$ cat config.mk
export PLATFORM = sky130hd
export DESIGN_NAME = sa_rdata_channel_split
export DESIGN_NICKNAME = d
export VERILOG_FILES = /design/src/rtl/sa_pkg.sv /design/src/rtl/sa_r_split_tracker.sv /design/src/rtl/sa_rdata_channel_split.sv
export SDC_FILE = /design/constraint.sdc
export NUM_CORES = 1
export LEC_CHECK = 0
export ABC_CLOCK_PERIOD_IN_PS = 10200
export BUFFER_PORTS_ARGS = -buffer_cell sky130_fd_sc_hd__clkbuf_2
export CAP_MARGIN = 20
export CORE_MARGIN = 10
export CORE_UTILIZATION = 45
export DETAILED_ROUTE_END_ITERATION = 16
export PLACE_DENSITY = 0.77
export RECOVER_POWER = 100
export SYNTH_ARGS = -nofsm -noshare
export SYNTH_HDL_FRONTEND = slang
export SYNTH_SLANG_ARGS = --single-unit
export TNS_END_PERCENT = 100
$ cat constraint.sdc
create_clock -name ACLK_i -period 10.2 [get_ports ACLK_i]
set_clock_uncertainty 0.05 [all_clocks]
set_input_delay 1.53 -clock ACLK_i [delete_from_list [all_inputs] [get_ports ACLK_i]]
set_output_delay 1.53 -clock ACLK_i [all_outputs]
set_load 0.05 [all_outputs]
$ cat src/rtl/sa_pkg.sv
// Shared types for the split-aware AXI read-data path: split-info FIFO entry and R beat.
// Struct widths follow the SA_* constants; the top-level parameters default to them.
package sa_pkg;
  localparam int SA_MST_AMT        = 4;
  localparam int SA_MST_ID_W       = $clog2(SA_MST_AMT);
  localparam int SA_DATA_WIDTH     = 64;
  localparam int SA_TRANS_MST_ID_W = 5;
  localparam int SA_TRANS_SLV_ID_W = SA_TRANS_MST_ID_W + SA_MST_ID_W;
  localparam int SA_TRANS_RESP_W   = 2;
  localparam int SA_MAX_SPLIT      = 4;
  localparam int SA_SPLIT_CNT_W    = (SA_MAX_SPLIT > 2) ? $clog2(SA_MAX_SPLIT) : 1;

  typedef struct packed {
    logic [SA_SPLIT_CNT_W-1:0]    split_cnt;
    logic [SA_TRANS_SLV_ID_W-1:0] axid;
  } sa_split_info_t;

  typedef struct packed {
    logic [SA_TRANS_SLV_ID_W-1:0] rid;
    logic [SA_DATA_WIDTH-1:0]     rdata;
    logic [SA_TRANS_RESP_W-1:0]   rresp;
    logic                         rlast;
  } sa_r_beat_t;
endpackage

$ cat src/rtl/sa_r_split_tracker.sv
// Outstanding-AR info FIFO plus sub-burst counter; decides whether an RLAST closes the head AR.
// With SA_R_ID_CHECK_EN the head AxID and its validity are exported for the ID check.
module sa_r_split_tracker
  import sa_pkg::*;
#(
  parameter int DEPTH = 8
) (
  input  logic           ACLK_i,
  input  logic           ARESETn_i,
  input  logic           push_i,
  input  sa_split_info_t push_info_i,
  input  logic           pop_i,
  output logic           full_o,
  output logic           last_ok_o
`ifdef SA_R_ID_CHECK_EN
  ,
  output logic                         head_valid_o,
  output logic [SA_TRANS_SLV_ID_W-1:0] head_id_o
`endif
);
  localparam int PTR_W = (DEPTH > 1) ? $clog2(DEPTH) : 1;
  localparam int CNT_W = $clog2(DEPTH + 1);

  sa_split_info_t             r_mem [DEPTH];
  logic [PTR_W-1:0]           r_wr_ptr;
  logic [PTR_W-1:0]           r_rd_ptr;
  logic [CNT_W-1:0]           r_count;
  logic [SA_SPLIT_CNT_W-1:0]  r_sub_idx;
  logic [SA_SPLIT_CNT_W-1:0]  w_head_cnt;
  logic                       w_empty;
  logic                       w_last_sub;
  logic                       w_push;
  logic                       w_pop;

  function automatic logic [PTR_W-1:0] ptr_inc(input logic [PTR_W-1:0] p);
    return (p == PTR_W'(DEPTH - 1)) ? '0 : p + 1'b1;
  endfunction

  assign w_head_cnt = r_mem[r_rd_ptr].split_cnt;
  assign w_empty    = (r_count == '0);
  assign full_o     = (r_count == CNT_W'(DEPTH));
  assign w_last_sub = (r_sub_idx == w_head_cnt);
  assign last_ok_o  = w_empty | w_last_sub;
  // A push while full is dropped even if a pop frees a slot in the same cycle.
  assign w_push     = push_i & ~full_o;
  assign w_pop      = pop_i & ~w_empty & w_last_sub;

`ifdef SA_R_ID_CHECK_EN
  assign head_valid_o = ~w_empty;
  assign head_id_o    = r_mem[r_rd_ptr].axid;
`endif

  always_ff @(posedge ACLK_i) begin
    if (w_push) r_mem[r_wr_ptr] <= push_info_i;
  end

  always_ff @(posedge ACLK_i) begin
    if (!ARESETn_i) begin
      r_wr_ptr  <= '0;
      r_rd_ptr  <= '0;
      r_count   <= '0;
      r_sub_idx <= '0;
    end else begin
      if (w_push) r_wr_ptr <= ptr_inc(r_wr_ptr);
      if (w_pop)  r_rd_ptr <= ptr_inc(r_rd_ptr);
      case ({w_push, w_pop})
        2'b10:   r_count <= r_count + 1'b1;
        2'b01:   r_count <= r_count - 1'b1;
        default: r_count <= r_count;
      endcase
      if (pop_i && !w_empty) r_sub_idx <= w_last_sub ? '0 : r_sub_idx + 1'b1;
    end
  end
endmodule

$ cat src/rtl/sa_rdata_channel_split.sv
// Slave R channel -> 2-entry pipelined skid buffer -> per-master dispatch with split-aware RLAST.
// Optional macro SA_R_ID_CHECK_EN adds the RID/head-AxID check and err_id_mismatch_o.
module sa_rdata_channel_split
  import sa_pkg::*;
#(
  parameter int MST_AMT         = SA_MST_AMT,
  parameter int OUTSTANDING_AMT = 8,
  parameter int MST_ID_W        = $clog2(MST_AMT),
  parameter int DATA_WIDTH      = SA_DATA_WIDTH,
  parameter int TRANS_MST_ID_W  = SA_TRANS_MST_ID_W,
  parameter int TRANS_SLV_ID_W  = TRANS_MST_ID_W + MST_ID_W,
  parameter int TRANS_RESP_W    = SA_TRANS_RESP_W,
  parameter int MAX_SPLIT       = SA_MAX_SPLIT,
  parameter int SPLIT_CNT_W     = (MAX_SPLIT > 2) ? $clog2(MAX_SPLIT) : 1
) (
  input  logic                               ACLK_i,
  input  logic                               ARESETn_i,
  input  logic [TRANS_SLV_ID_W-1:0]          s_RID_i,
  input  logic [DATA_WIDTH-1:0]              s_RDATA_i,
  input  logic [TRANS_RESP_W-1:0]            s_RRESP_i,
  input  logic                               s_RLAST_i,
  input  logic                               s_RVALID_i,
  output logic                               s_RREADY_o,
  input  logic [MST_AMT-1:0]                 dsp_RREADY_i,
  output logic [TRANS_MST_ID_W*MST_AMT-1:0]  dsp_RID_o,
  output logic [DATA_WIDTH*MST_AMT-1:0]      dsp_RDATA_o,
  output logic [TRANS_RESP_W*MST_AMT-1:0]    dsp_RRESP_o,
  output logic [MST_AMT-1:0]                 dsp_RLAST_o,
  output logic [MST_AMT-1:0]                 dsp_RVALID_o,
  input  logic [TRANS_SLV_ID_W-1:0]          AR_AxID_i,
  input  logic [SPLIT_CNT_W-1:0]             AR_split_cnt_i,
  input  logic                               AR_shift_en_i,
  output logic                               AR_stall_o
`ifdef SA_R_ID_CHECK_EN
  ,
  output logic                               err_id_mismatch_o
`endif
);
  sa_r_beat_t           r_buf [2];
  sa_r_beat_t           w_in_beat;
  sa_r_beat_t           w_fwd;
  sa_split_info_t       w_push_info;
  logic                 r_wr_sel;
  logic                 r_rd_sel;
  logic                 r_s_rready;
  logic [1:0]           r_cnt;
  logic [1:0]           w_cnt_next;
  logic                 w_in_hs;
  logic                 w_fwd_valid;
  logic                 w_fwd_ready;
  logic                 w_out_hs;
  logic                 w_last_ok;
  logic [MST_ID_W-1:0]  w_mst_id;
  logic [MST_AMT-1:0]   w_mst_hit;

  assign w_in_beat   = '{rid: s_RID_i, rdata: s_RDATA_i, rresp: s_RRESP_i, rlast: s_RLAST_i};
  assign w_push_info = '{split_cnt: AR_split_cnt_i, axid: AR_AxID_i};
  assign w_in_hs     = s_RVALID_i & r_s_rready;
  assign w_fwd_valid = (r_cnt != 2'd0);
  assign w_fwd       = r_buf[r_rd_sel];
  assign w_out_hs    = w_fwd_valid & w_fwd_ready;
  assign s_RREADY_o  = r_s_rready;

  always_comb begin
    w_cnt_next = r_cnt;
    case ({w_in_hs, w_out_hs})
      2'b10:   w_cnt_next = r_cnt + 2'd1;
      2'b01:   w_cnt_next = r_cnt - 2'd1;
      default: w_cnt_next = r_cnt;
    endcase
  end

  always_ff @(posedge ACLK_i) begin
    if (w_in_hs) r_buf[r_wr_sel] <= w_in_beat;
  end

  // Ready is registered from the next occupancy, so it never admits a third beat.
  always_ff @(posedge ACLK_i) begin
    if (!ARESETn_i) begin
      r_wr_sel   <= 1'b0;
      r_rd_sel   <= 1'b0;
      r_cnt      <= 2'd0;
      r_s_rready <= 1'b1;
    end else begin
      if (w_in_hs)  r_wr_sel <= ~r_wr_sel;
      if (w_out_hs) r_rd_sel <= ~r_rd_sel;
      r_cnt      <= w_cnt_next;
      r_s_rready <= (w_cnt_next < 2'd2);
    end
  end

  assign w_mst_id = w_fwd.rid[TRANS_SLV_ID_W-1 -: MST_ID_W];
  // Beats addressed to a non-existent master are sunk so the slave never deadlocks.
  assign w_fwd_ready = (|w_mst_hit) ? |(w_mst_hit & dsp_RREADY_i) : 1'b1;

  genvar gi;
  generate
    for (gi = 0; gi < MST_AMT; gi++) begin : g_mst
      assign w_mst_hit[gi]    = (w_mst_id == MST_ID_W'(gi));
      assign dsp_RVALID_o[gi] = w_fwd_valid & w_mst_hit[gi];
      assign dsp_RLAST_o[gi]  = w_fwd_valid & w_fwd.rlast & w_last_ok;
      assign dsp_RID_o[gi*TRANS_MST_ID_W +: TRANS_MST_ID_W] = w_fwd.rid[TRANS_MST_ID_W-1:0];
      assign dsp_RDATA_o[gi*DATA_WIDTH +: DATA_WIDTH]       = w_fwd.rdata;
      assign dsp_RRESP_o[gi*TRANS_RESP_W +: TRANS_RESP_W]   = w_fwd.rresp;
    end
  endgenerate

`ifdef SA_R_ID_CHECK_EN
  logic                         w_head_valid;
  logic [SA_TRANS_SLV_ID_W-1:0] w_head_id;
  logic                         r_err_id_mismatch;
`endif

  sa_r_split_tracker #(
    .DEPTH(OUTSTANDING_AMT)
  ) u_tracker (
    .ACLK_i       (ACLK_i),
    .ARESETn_i    (ARESETn_i),
    .push_i       (AR_shift_en_i),
    .push_info_i  (w_push_info),
    .pop_i        (w_out_hs & w_fwd.rlast),
    .full_o       (AR_stall_o),
    .last_ok_o    (w_last_ok)
`ifdef SA_R_ID_CHECK_EN
    ,
    .head_valid_o (w_head_valid),
    .head_id_o    (w_head_id)
`endif
  );

`ifdef SA_R_ID_CHECK_EN
  always_ff @(posedge ACLK_i) begin
    if (!ARESETn_i) r_err_id_mismatch <= 1'b0;
    else r_err_id_mismatch <= w_out_hs & w_head_valid & (w_fwd.rid != w_head_id);
  end
  assign err_id_mismatch_o = r_err_id_mismatch;
`endif
endmodule

# After elaboration in Yosys (flattened, before gate mapping)
# Memories as Yosys holds them, arrays and structs flattened. A register that Yosys moved wholly into a read port is not among the register bits.
# Cells that the tools add are included.
[totals]
reg_bits = 17
mem_bits_rw = 220
input_bits = 91
wordCells = 69
mem_count = 2
[classes]
addsub = 7
n_lt_le_gt_ge = 1
eq_ne = 11
n_mux = 14
bitwise_logic = 18
n_reduce_logical = 8
[memory_table]
columns = ["memory", "depth", "width", "read_ports", "rd_clocked_by_memory_dff", "write_ports", "line_no", "rtl"]
rows = [
  ["r_buf", 2, 74, 1, 1, 1, "sa_rdata_channel_split.sv:39", "sa_r_beat_t r_buf [2];"],
  ["u_tracker.r_mem", 8, 9, 1, 1, 1, "sa_r_split_tracker.sv:24", "sa_split_info_t r_mem [DEPTH];"],
]
[op_table]
columns = ["cell", "n"]
rows = [
  ["$and 1x1->1", 12],
  ["$mux 3", 4],
  ["$eq 2x2->1 const B", 4],
  ["$pmux 4 s2", 1],
  ["$reduce_or 4->1", 2],
  ["$mux 1", 7],
  ["$add 3x1->3 const B", 2],
  ["$eq 2x1->1 const B", 3],
  ["$eq 3x3->1 const B", 2],
  ["$add 2x1->2 const B", 2],
  ["$add 4x1->4 const B", 1],
  ["$and 4x4->4", 1],
  ["$eq 4x4->1 const B", 1],
  ["$logic_not 4->1", 1],
  ["$not 1->1", 4],
  ["$pmux 2 s2", 1],
  ["$reduce_bool 2->1", 2],
  ["$sub 4x1->4 const B", 1],
  ["$eq 2x2->1", 1],
  ["$logic_not 2->1", 1],
  ["$lt 2x2->1 const B", 1],
  ["$mux 2", 1],
  ["$sub 2x1->2 const B", 1],
  ["$logic_and 1x1->1", 1],
  ["2 further kinds", 2],
]

# Logic depth before layout (Yosys ltp)
# Gate-level depths: netlist of the first run.
[logic_depth]
depth_word = 10
ltp_mapped = 13

# Modules after synthesis
# A second synthesis of the first run with hierarchy kept.
[hier_totals]
cells_unflattened = 602
area_unflattened_um2 = 8744.6
[modules_own_cells]
columns = ["module", "n_inst", "cells_each", "area_per_inst_um2", "seq_area_each_um2"]
rows = [
  ["sa_rdata_channel_split", 1, 482, 7272.0, 4564.4],
  ["sa_r_split_tracker", 1, 120, 1472.7, 780.7],
]

# Least setup slack after synthesis of the first run
# OpenSTA, ideal clock, no wires.
[synth_path]
path_type = "in2reg"
startpoint = "input s_RVALID_i"
endpoint = "memory r_buf[0][0] (netlist name), enable pin"
setup_ps = 508
t_arrival_ps = 4754
required_ps = 9642
slack_ps = 4888
stages = 2
path_buffers = 0
cell_sequence = "nand2_1 > nor2_1"
[synth_via]
elab_chain_cells = 3
[synth_rtl]
columns = ["element", "line_no", "rtl"]
rows = [
  ["from (decl)", "sa_rdata_channel_split.sv:22", "input logic s_RVALID_i,"],
  ["$and 1x1->1", "sa_rdata_channel_split.sv:58", "assign w_in_hs = s_RVALID_i & r_s_rready;"],
  ["$mux 1", "sa_rdata_channel_split.sv:74", "if (w_in_hs) r_buf[r_wr_sel] <= w_in_beat;"],
  ["$mux 1 (not written as such)", "sa_rdata_channel_split.sv:74", ""],
  ["to (decl)", "sa_rdata_channel_split.sv:39", ""],
]
# No other way between the ends.

==> results of run 1 <==
==> layer usage <==
metal | up-vias | part of all wire [%] | GRT usage [%]
met4 | 0 | 2.4 | 6.740
li1 | 2285 | - | -
met2 | 205 | 55 | 29.09
met1 | 2404 | 37 | 15.84
met3 | 38 | 6.0 | 5.086
met5 | - | 0 | 0
==> layout by cell type, fill, tap and decap left out, types with 4 or more instances in the layout <==
cell,synthesis,layout
clkbuf_2,0,102
nand2b_1,4,4
ha_1,8,8
xnor2_1,5,5
mux2i_1,15,15
mux2_1,0,71
o21ai_0,8,8
edfxtp_1,164,164
nand2_1,12,12
clkbuf_16,0,17
dfxtp_1,21,21
diode_2,0,4
a21oi_1,4,4
nor3_1,7,7
nor2b_1,6,6
xor2_1,5,5
clkbuf_1,2,279
nor2_1,14,15
==> area by class of cell <==
class,count,area [sq um],share of cell area [%]
Clock buffer,18,429.2,4.517
Antenna cell,4,10.01,0.1054
Sequential cell,185,5345,56.26
Multi-Input combinational cell,193,1664,17.52
Tap cell,260,325.3,3.424
Inverter,2,7.507,0.07902
Clock inverter,14,161.4,1.699
Timing Repair Buffer,381,1558,16.40
==> worst max-delay path, delay by kind of cell (launching register included) <==
family,cells,cell delay (ns)
simple gates,1,0.24
mux,1,0.21
compound gates,1,0.42
buf+inv,2,2.37
flops,1,1.48
==> sequential cells by signal (all words and copies together) (netlist names), named ones only <==
signal / count
r_buf: 148
u_tracker.r_count: 4
u_tracker.r_wr_ptr: 3
u_tracker.r_rd_ptr: 3
s_RREADY_o: 1
u_tracker.r_sub_idx: 2
r_wr_sel: 1
r_cnt: 2
u_tracker.r_mem: 16
r_rd_sel: 1
==> cell families (layout without fill, tap and decap cells) <==
family | after synthesis | count (layout)
compound gates | 18 | 18
flops | 185 | 185
buf+inv | 229 | 415
mux | 88 | 88
simple gates | 69 | 69
fa+ha+maj | 8 | 8
xor+xnor | 10 | 10
other cells | 0 | 4
==> cells in the mapped netlist (all sizes together) <==
master	number
nand3	2
and3b	3
dfxtp	21
and3	3
nor3	7
edfxtp	164
inv	2
nor4	1
ha	8
nand4	1
or3	1
o21ai	8
mux4	2
clkbuf	2
buf	225
a21boi	4
nor2b	6
nand3b	1
nor4bb	2
nor3b	3
mux2	71
o21a	1
nand2b	4
nand4b	1
xnor2	5
o22a	1
and2	6
nand2	13
xor2	5
a21oi	4
nor2	15
mux2i	15
==> through the flow <==
| stage | hold WS (ns) | instances |
|---|---|---|
| after floorplan | 0.4039 | 607 |
| final | 0.4537 | 1057 |
| after detailed placement | 0.4362 | 1020 |
| after global placement | 0.4236 | 1019 |
| after global routing | 0.4683 | 1057 |
| after CTS | 0.4478 | 1052 |
==> path summary, 6_finish.rpt <==
path | end | slack, ns | cells past startpoint
hold reg to reg | u_tracker.r_rd_ptr[1] | 0.45 | 2
setup / recovery | dsp_RLAST_o[3] | 3.47 | 5
hold / removal | u_tracker.r_rd_ptr[1] | 0.45 | 2
setup reg to reg | u_tracker.r_count[2] | 4.21 | 13
==> run metrics, run 1 <==
All-Layer GR Usage 15.75%; antenna violations before repair 4; Worst setup SP type register; Post-Route WL 20,930 um; crit-path most repeated cell clkbuf_1; slowest CP cell clkbuf_1; final instance area 0.009500 sq mm; CORE AREA 0.01883 sq mm; Ys Warns 0; # setup viols final 0; I/O pin cnt 385; #FFs+latches synth 185; final worst-path setup slack 3.467 ns; Worst-path clk slew 0.07 ns; CTS tree built; post-synth top area share 56.69%; Mean Syn Cell Area 14.31 sq um; number of DRC markers in iteration 0 355; HP Class register to register; Die Y 158.9 um; post-synthesis mux area share 11.45%; WL/cell 19.80 um; Pins Over Slew Limit 226; RSZ-0062 raised after global routing no; P&R area growth vs syn 9.362%; setup tns final 0 ns; sequential area share after synthesis 61.53%; Crit Path Class register to output pin; Final min period 6.733 ns; Max Clk Rate 148.5 MHz; CP arrival 5.15 ns; Root Buffer clkbuf_16; FP Rows 50; XOR/XNOR Fraction of Synth Area 1.008%; failing checks capacitance limit, slew limit; CTS Buffer Depth 2; GPL Wtd Cong 0.7846; Die Area 0.02526 sq mm; Post-Syn Instances 607; slowest stage delay, CP 1.84 ns; Post-CTS Setup Bufs 0; Hold Vio Cnt, Final 0; worst hold start u_tracker.r_rd_ptr[1]; DR vias 4,932; Critical Path RT 8.62 ns; Num CTS Buffers 17; Die W 158.9 um; DR vias/cell 4.666; ratio of cells with drive above 1 in the final layout 17.15%; final period utilization 66.01%; dpl ws 6.185 ns; Worst-Skew Late Latency 0.43 ns; CP endpoint kind output pin; GR Overflow Total 0; Max Cap Violations 6; placed cell area 0.009283 sq mm; outcome complete, but fails checks; crit-path cells clkbuf_1, mux2i_1, nor2_1, a21boi_0, clkbuf_1; Util after Layout 50.45%; post_cts resized 0; largest net degree at the start of global routing 75; largest family of logic cells by synthesized area buffers and inverters; ranking of synthesized cells by area edfxtp_1 57%, buf_4 19%, mux2_2 9.2%; post-synth net total 706; TritonRoute pass-1 iters 4; Compound-Gate Fraction of Synth Area 1.224%; HPWL after DPL 15,510 um; first-pass GRT wire length 31,060 um; post-synth cell types 37; number of global-route vias before repair 5,098; ANT nets after route 0; max_slew headroom -64.96%; nets 879; Crit Path Max Fanout 44; CTS hold repair buffers 0; htree depth 4; fraction of the mapped netlist area in simple logic gates 4.350%; adder-cell share of the synthesized area 1.152%; Starting Density 46.13%; filler cell count 1,786; Mapped Area 0.008687 sq mm; clock net sink count 185; leading area contributor after synthesis edfxtp_1; Worst-Margin Slew 2.474 ns; Port Buf Inserts 377; drt drc 0
Power of run 1 is not shown: default switching activity piles up to over one toggle a cycle in this logic, so the estimate is an artifact.
==> run 2: changes to the inputs <==
- ABC_CLOCK_PERIOD_IN_PS: 10200 -> 5740
- CORE_UTILIZATION: 45 -> 43
- clock period: 10.2 -> 5.74 ns (I/O delays scaled with it)
==> run 2 against run 1 <==
Net effect:
- the run still ends with capacitance limit, slew limit left
- global-route usage decreased by 0.56 points
- utilization decreased by 2.2 points
- register-to-register slack got worse by 2.8 ns
- final cell count increased by 0.28%
- sequential share of layout area increased by 0.082 points
- clock-buffer cell count decreased by 1
- worst hold slack improved by 0.010 ns
- flip-flop and latch count unchanged
- design area decreased by 0.14%
- critical path depth decreased by 1
- first-iteration DRC count decreased by 31%
- highest routed layer unchanged
==> run metrics, run 2 (same netlist as run 1, synthesis figures left out) <==
Critical Path RT 5.60 ns (-3.02 ns); Max Clk Rate 223.0 MHz; CP arrival 4.35 ns (-0.80 ns); Worst-path clk slew 0.07 ns (about the same); CP endpoint kind register; Crit Path Max Fanout 75 (+70%); slowest stage delay, CP 3.12 ns (+1.28 ns); I/O pin cnt 385 (unchanged); Crit Path Class input pin to register; Die Area 0.02629 sq mm (+4.1%); Hold Vio Cnt, Final 0 (unchanged); commonest non-fill, non-tap cell in the layout clkbuf_1; max_slew headroom -198.0% (-130 points); HP Class register to register; WL/cell 20.12 um (+1.7%); Pins Over Slew Limit 164 (-27%); outcome complete, but fails checks; failing checks capacitance limit, slew limit; ratio of cells with drive above 1 in the final layout 18.94% (+1.8 points); CTS Buffer Depth 2 (unchanged); CTS tree built; max reg flops 148 (unchanged); All-Layer GR Usage 15.19% (-0.56 points); first-pass GRT wire length 30,500 um (-1.8%); Max Cap Violations 3 (-3); Post-CTS Setup Bufs 0 (unchanged); # setup viols final 0 (unchanged); clock net sink count 185 (unchanged); nets 878 (-0.11%); P&R area growth vs syn 9.204%; largest net degree at the start of global routing 76 (+1.3%); HPWL after DPL 16,170 um (+4.3%); Root Buffer clkbuf_16; setup tns final 0 ns (unchanged); TritonRoute pass-1 iters 4 (unchanged); GR Overflow Total 0 (unchanged); number of global-route vias before repair 5,086 (-0.24%); Port Buf Inserts 377 (unchanged); RSZ-0062 raised after global routing no; number of DRC markers in iteration 0 245 (-31%); final instance area 0.009487 sq mm (-0.14%); GPL Wtd Cong 0.7921 (+0.96%); DR vias 4,848 (-1.7%); Die Y 162.1 um (+2.0%); Starting Density 44.20% (-1.9 points); largest register by flop count r_buf; post_cts resized 0 (unchanged); DR vias/cell 4.574 (-2.0%); placed cell area 0.009269 sq mm (-0.15%); Post-Route WL 21,330 um (+1.9%); crit-path cells clkbuf_1, nand2_1, nor2_4, clkbuf_1; CORE AREA 0.01965 sq mm (+4.4%); htree depth 4 (unchanged); top flop regs r_buf: 148 flops, u_tracker.r_mem: 16 flops, u_tracker.r_count: 4 flops; most frequent cells in the layout 302 x clkbuf_1, 164 x edfxtp_1, 77 x clkbuf_2, 37 x mux2_2, 34 x mux2_1; Worst-Skew Late Latency 0.42 ns (about the same); antenna violations before repair 3 (-1); Worst setup SP type input pin; drt drc 0 (unchanged); Die W 162.1 um (+2.0%); FP Rows 51 (+2.0%); CTS hold repair buffers 0 (unchanged); crit-path most repeated cell clkbuf_1; final period utilization 78.13%; ANT nets after route 0 (unchanged); slowest CP cell clkbuf_1; Num CTS Buffers 17 (unchanged); Worst-Margin Slew 4.469 ns (+1.995 ns); Final min period 4.484 ns
## run 2: cell types whose count changed in the layout (fill, tap and decap cells not counted), moves of 2 or more
cell / previous run / this run
clkbuf_1: 279 / 302
mux2_2: 0 / 37
mux2_1: 71 / 34
inv_6: 3 / 5
clkbuf_2: 102 / 77
## run 2: metrics by stage
step | hold slack (ns) | std cells | utilization [%] | setup slack, ns
final | 0.4640 | 1060 | 48.27 | 1.256
after CTS | 0.4632 | 1056 | 50.21 | 1.978
after floorplan | 0.4039 | 607 | - | 1.097
after global placement | 0.4234 | 1024 | 47.16 | 2.479
after global routing | 0.4870 | 1059 | 48.26 | 0.9133
after detailed placement | 0.4532 | 1024 | 47.16 | 2.440
## run 2: final timing paths
| path | startpoint | to | slack (ns) | cells after the start |
|---|---|---|---|---|
| setup / recovery | s_RVALID_i | r_buf[0][62] | 1.26 | 4 |
| hold / removal | u_tracker.r_rd_ptr[1] | register | 0.46 | 2 |
| setup reg to reg | s_RREADY_o | r_buf[0][62] | 1.44 | 3 |
| hold reg to reg | u_tracker.r_rd_ptr[1] | register | 0.46 | 2 |
## run 2: critical path: cells and delay by family
family	cells	cell delay [ns]
buffers and inverters	2	3.22
AND/OR/NAND/NOR	2	0.21
## run 2: routing by layer
layer  routed length [um]  GRT usage, %  vias up
met1                 7313         14.27     2324
li1                     -             -     2293
met3                 1736         5.713       33
met4                  619         6.328        0
met5                    0             0        -
met2                11660         28.75      198
## run 2: final cells by class
| cell class | instances | area [sq um] |
|---|---|---|
| repair buffers | 380 | 1526 |
| multi-input cells | 193 | 1669 |
| diodes | 3 | 7.507 |
| flip-flops and latches | 185 | 5345 |
| well taps | 265 | 331.6 |
| fillers | 1887 | 10170 |
| clock inverters | 15 | 173.9 |
| clock buffers | 17 | 425.4 |
| inverters | 2 | 7.507 |
Power of run 2 is left out for the same reason.
==> run 3: changes to the inputs <==
- ABC_CLOCK_PERIOD_IN_PS: 5740 -> 4400
- CORE_UTILIZATION: 43 -> 45
- clock period: 5.74 -> 4.4 ns (I/O delays scaled with it)
==> run 3 against run 2 <==
Net effect:
- the run still ends with capacitance limit, slew limit left
- via count up 1.3%
- die area shrank 3.9%
- register-to-register slack lost 0.46 ns
- sequential share of layout area grew 0.11 points
- final cell count fell by 0.66%
- first-iteration DRC count is 6.5% higher
- critical path depth is 1 lower
- utilization up 2.0 points
- worst setup slack worse by 0.53 ns
- worst hold slack got worse by 0.092 ns
- non-clock buffer count is the same
==> run metrics, run 3 (same netlist as run 1, synthesis figures left out) <==
outcome complete, but fails checks; failing checks capacitance limit, slew limit; Worst-Margin Slew 2.079 ns (-2.390 ns); slowest stage delay, CP 0.87 ns (-2.25 ns); Root Buffer clkbuf_16; GPL Wtd Cong 0.7857 (-0.81%); dpl ws 1.156 ns (-1.284 ns); Hold WS 0.3722 ns (-0.09183 ns); Buf/Inv on CP 2 (unchanged); CP arrival 2.96 ns (-1.39 ns); setup tns final 0 ns (unchanged); Die Y 158.9 um (-2.0%); Crit Path Class register to output pin; I/O pin cnt 385 (unchanged); antenna violations before repair 1 (-2); filler cell count 1,768 (-6.3%); Final min period 3.671 ns; CTS tree built; CTS hold repair buffers 0 (unchanged); Worst-Skew Late Latency 0.42 ns (about the same); max reg flops 148 (unchanged); CP top delay family buffers and inverters; clock net sink count 185 (unchanged); # setup viols final 0 (unchanged); FP Rows 50 (-2.0%); All-Layer GR Usage 15.70% (+0.51 points); post_cts resized 0 (unchanged); RSZ-0062 raised after global routing no; HPWL after DPL 15,500 um (-4.1%); DR vias 4,909 (+1.3%); Max Clk Rate 272.4 MHz; largest register by flop count r_buf; CORE AREA 0.01883 sq mm (-4.2%); GR Overflow Total 0 (unchanged); DR vias/cell 4.662 (+1.9%); number of DRC markers in iteration 0 261 (+6.5%); number of global-route vias before repair 5,047 (-0.77%); CTS Buffer Depth 2 (unchanged); htree depth 4 (unchanged); Crit. path cell count 3 (-1); Post-CTS Setup Bufs 0 (unchanged); HP Class input pin to register; Max Cap Violations 2 (-1); drt drc 0 (unchanged); worst r2r dst u_tracker.r_count[2]; Num CTS Buffers 17 (unchanged); largest net degree at the start of global routing 75 (-1.3%); crit path capture dsp_RDATA_o[55]; GRT busiest layer met2; nets 878 (unchanged); final worst-path setup slack 0.7287 ns (-0.5269 ns); FF-to-FF path depth 12 (+9); slowest CP cell clkbuf_2; Crit Path Max Fanout 43 (-43%); top flop regs r_buf: 148 flops, u_tracker.r_mem: 16 flops, u_tracker.r_count: 4 flops; grt met1 use 15.31% (+1.0 points); Port Buf Inserts 377 (unchanged); final period utilization 83.44%; Pins Over Slew Limit 112 (-32%); grt met3 use 5.086% (-0.63 points); Die Area 0.02526 sq mm (-3.9%); crit-path cells clkbuf_2, mux2_1, clkbuf_1; Worst setup SP type register; most frequent cells in the layout 312 x clkbuf_1, 164 x edfxtp_1, 67 x clkbuf_2, 47 x mux2_2, 24 x mux2_1; first-pass GRT wire length 30,890 um (+1.3%); Critical Path RT 3.69 ns (-1.91 ns); grt met2 use 29.74% (+0.99 points); Hold Vio Cnt, Final 0 (unchanged); Die W 158.9 um (-2.0%); ratio of cells with drive above 1 in the final layout 18.94% (unchanged); ANT nets after route 0 (unchanged); commonest non-fill, non-tap cell in the layout clkbuf_1; Post-Route WL 20,760 um (-2.7%); P&R area growth vs syn 9.060%; WL/cell 19.72 um (-2.0%); max_slew headroom -38.61% (+160 points); Starting Density 46.13% (+1.9 points); R2R Setup Slk 0.98 ns (-0.46 ns); TritonRoute pass-1 iters 4 (unchanged); Worst-path clk slew 0.07 ns (about the same); CP endpoint kind output pin
## run 3: cell count changes in the layout (fill, tap and decap cells not counted), moves of 2 or more
cell	previous run	this run
clkbuf_1	302	312
diode_2	3	1
mux2_1	34	24
mux2_2	37	47
clkbuf_2	77	67
## run 3: area by class of cell
| class | instances | area [sq um] | share of cell area (%) |
|---|---|---|---|
| multi-input combinational | 193 | 1672 | 17.64 |
| tap | 260 | 325.3 | 3.434 |
| antenna | 1 | 2.502 | 0.02641 |
| inverter | 2 | 7.507 | 0.07924 |
| sequential | 185 | 5349 | 56.46 |
| timing repair buffer | 380 | 1510 | 15.94 |
| clock buffer | 17 | 425.4 | 4.490 |
| clock inverter | 15 | 182.7 | 1.928 |
## run 3: worst reg2reg max path, stage by stage, from the launching register on
cell      delay (ns)
dfxtp_1         0.59
mux2i_1         0.15
mux4_2          0.50
xor2_1          0.22
nand2_2         0.11
nor2_1          0.39
ha_1            0.35
xor2_1          0.17
ha_1            0.15
a21oi_1         0.04
xor2_1          0.15
or3_1           0.30
a21boi_0        0.16
## run 3: worst min path at each step
stage                           from               endpoint  slack, ns  depth (start not counted)
2_1_floorplan  u_tracker.r_rd_ptr[1]               register       0.40                          2
3_3_place_gp   u_tracker.r_rd_ptr[1]  u_tracker.r_rd_ptr[1]       0.42                          2
3_5_place_dp   u_tracker.r_rd_ptr[1]  u_tracker.r_rd_ptr[1]       0.43                          2
4_1_cts                s_RDATA_i[52]           r_buf[1][55]       0.35                          1
5_1_grt                s_RDATA_i[15]           r_buf[0][18]       0.35                          1
6_report               s_RDATA_i[52]           r_buf[1][55]       0.37                          1
## run 3: stage by stage
stage / cells / utilization (%) / area (sq um)
final: 1053 / 50.31 / 9474
after global routing: 1053 / 50.31 / 9474
after CTS: 1051 / 52.42 / 9871
after detailed placement: 1019 / 49.19 / 9263
after global placement: 1019 / 49.19 / 9263
after floorplan: 607 / - / 8690
## run 3: per-layer routing
metal | share of wire [%] | routed length (um)
met1 | 36 | 7560
met2 | 55 | 11430
met3 | 5.7 | 1191
met4 | 2.8 | 580
met5 | 0 | 0
Power of run 3 is left out for the same reason.
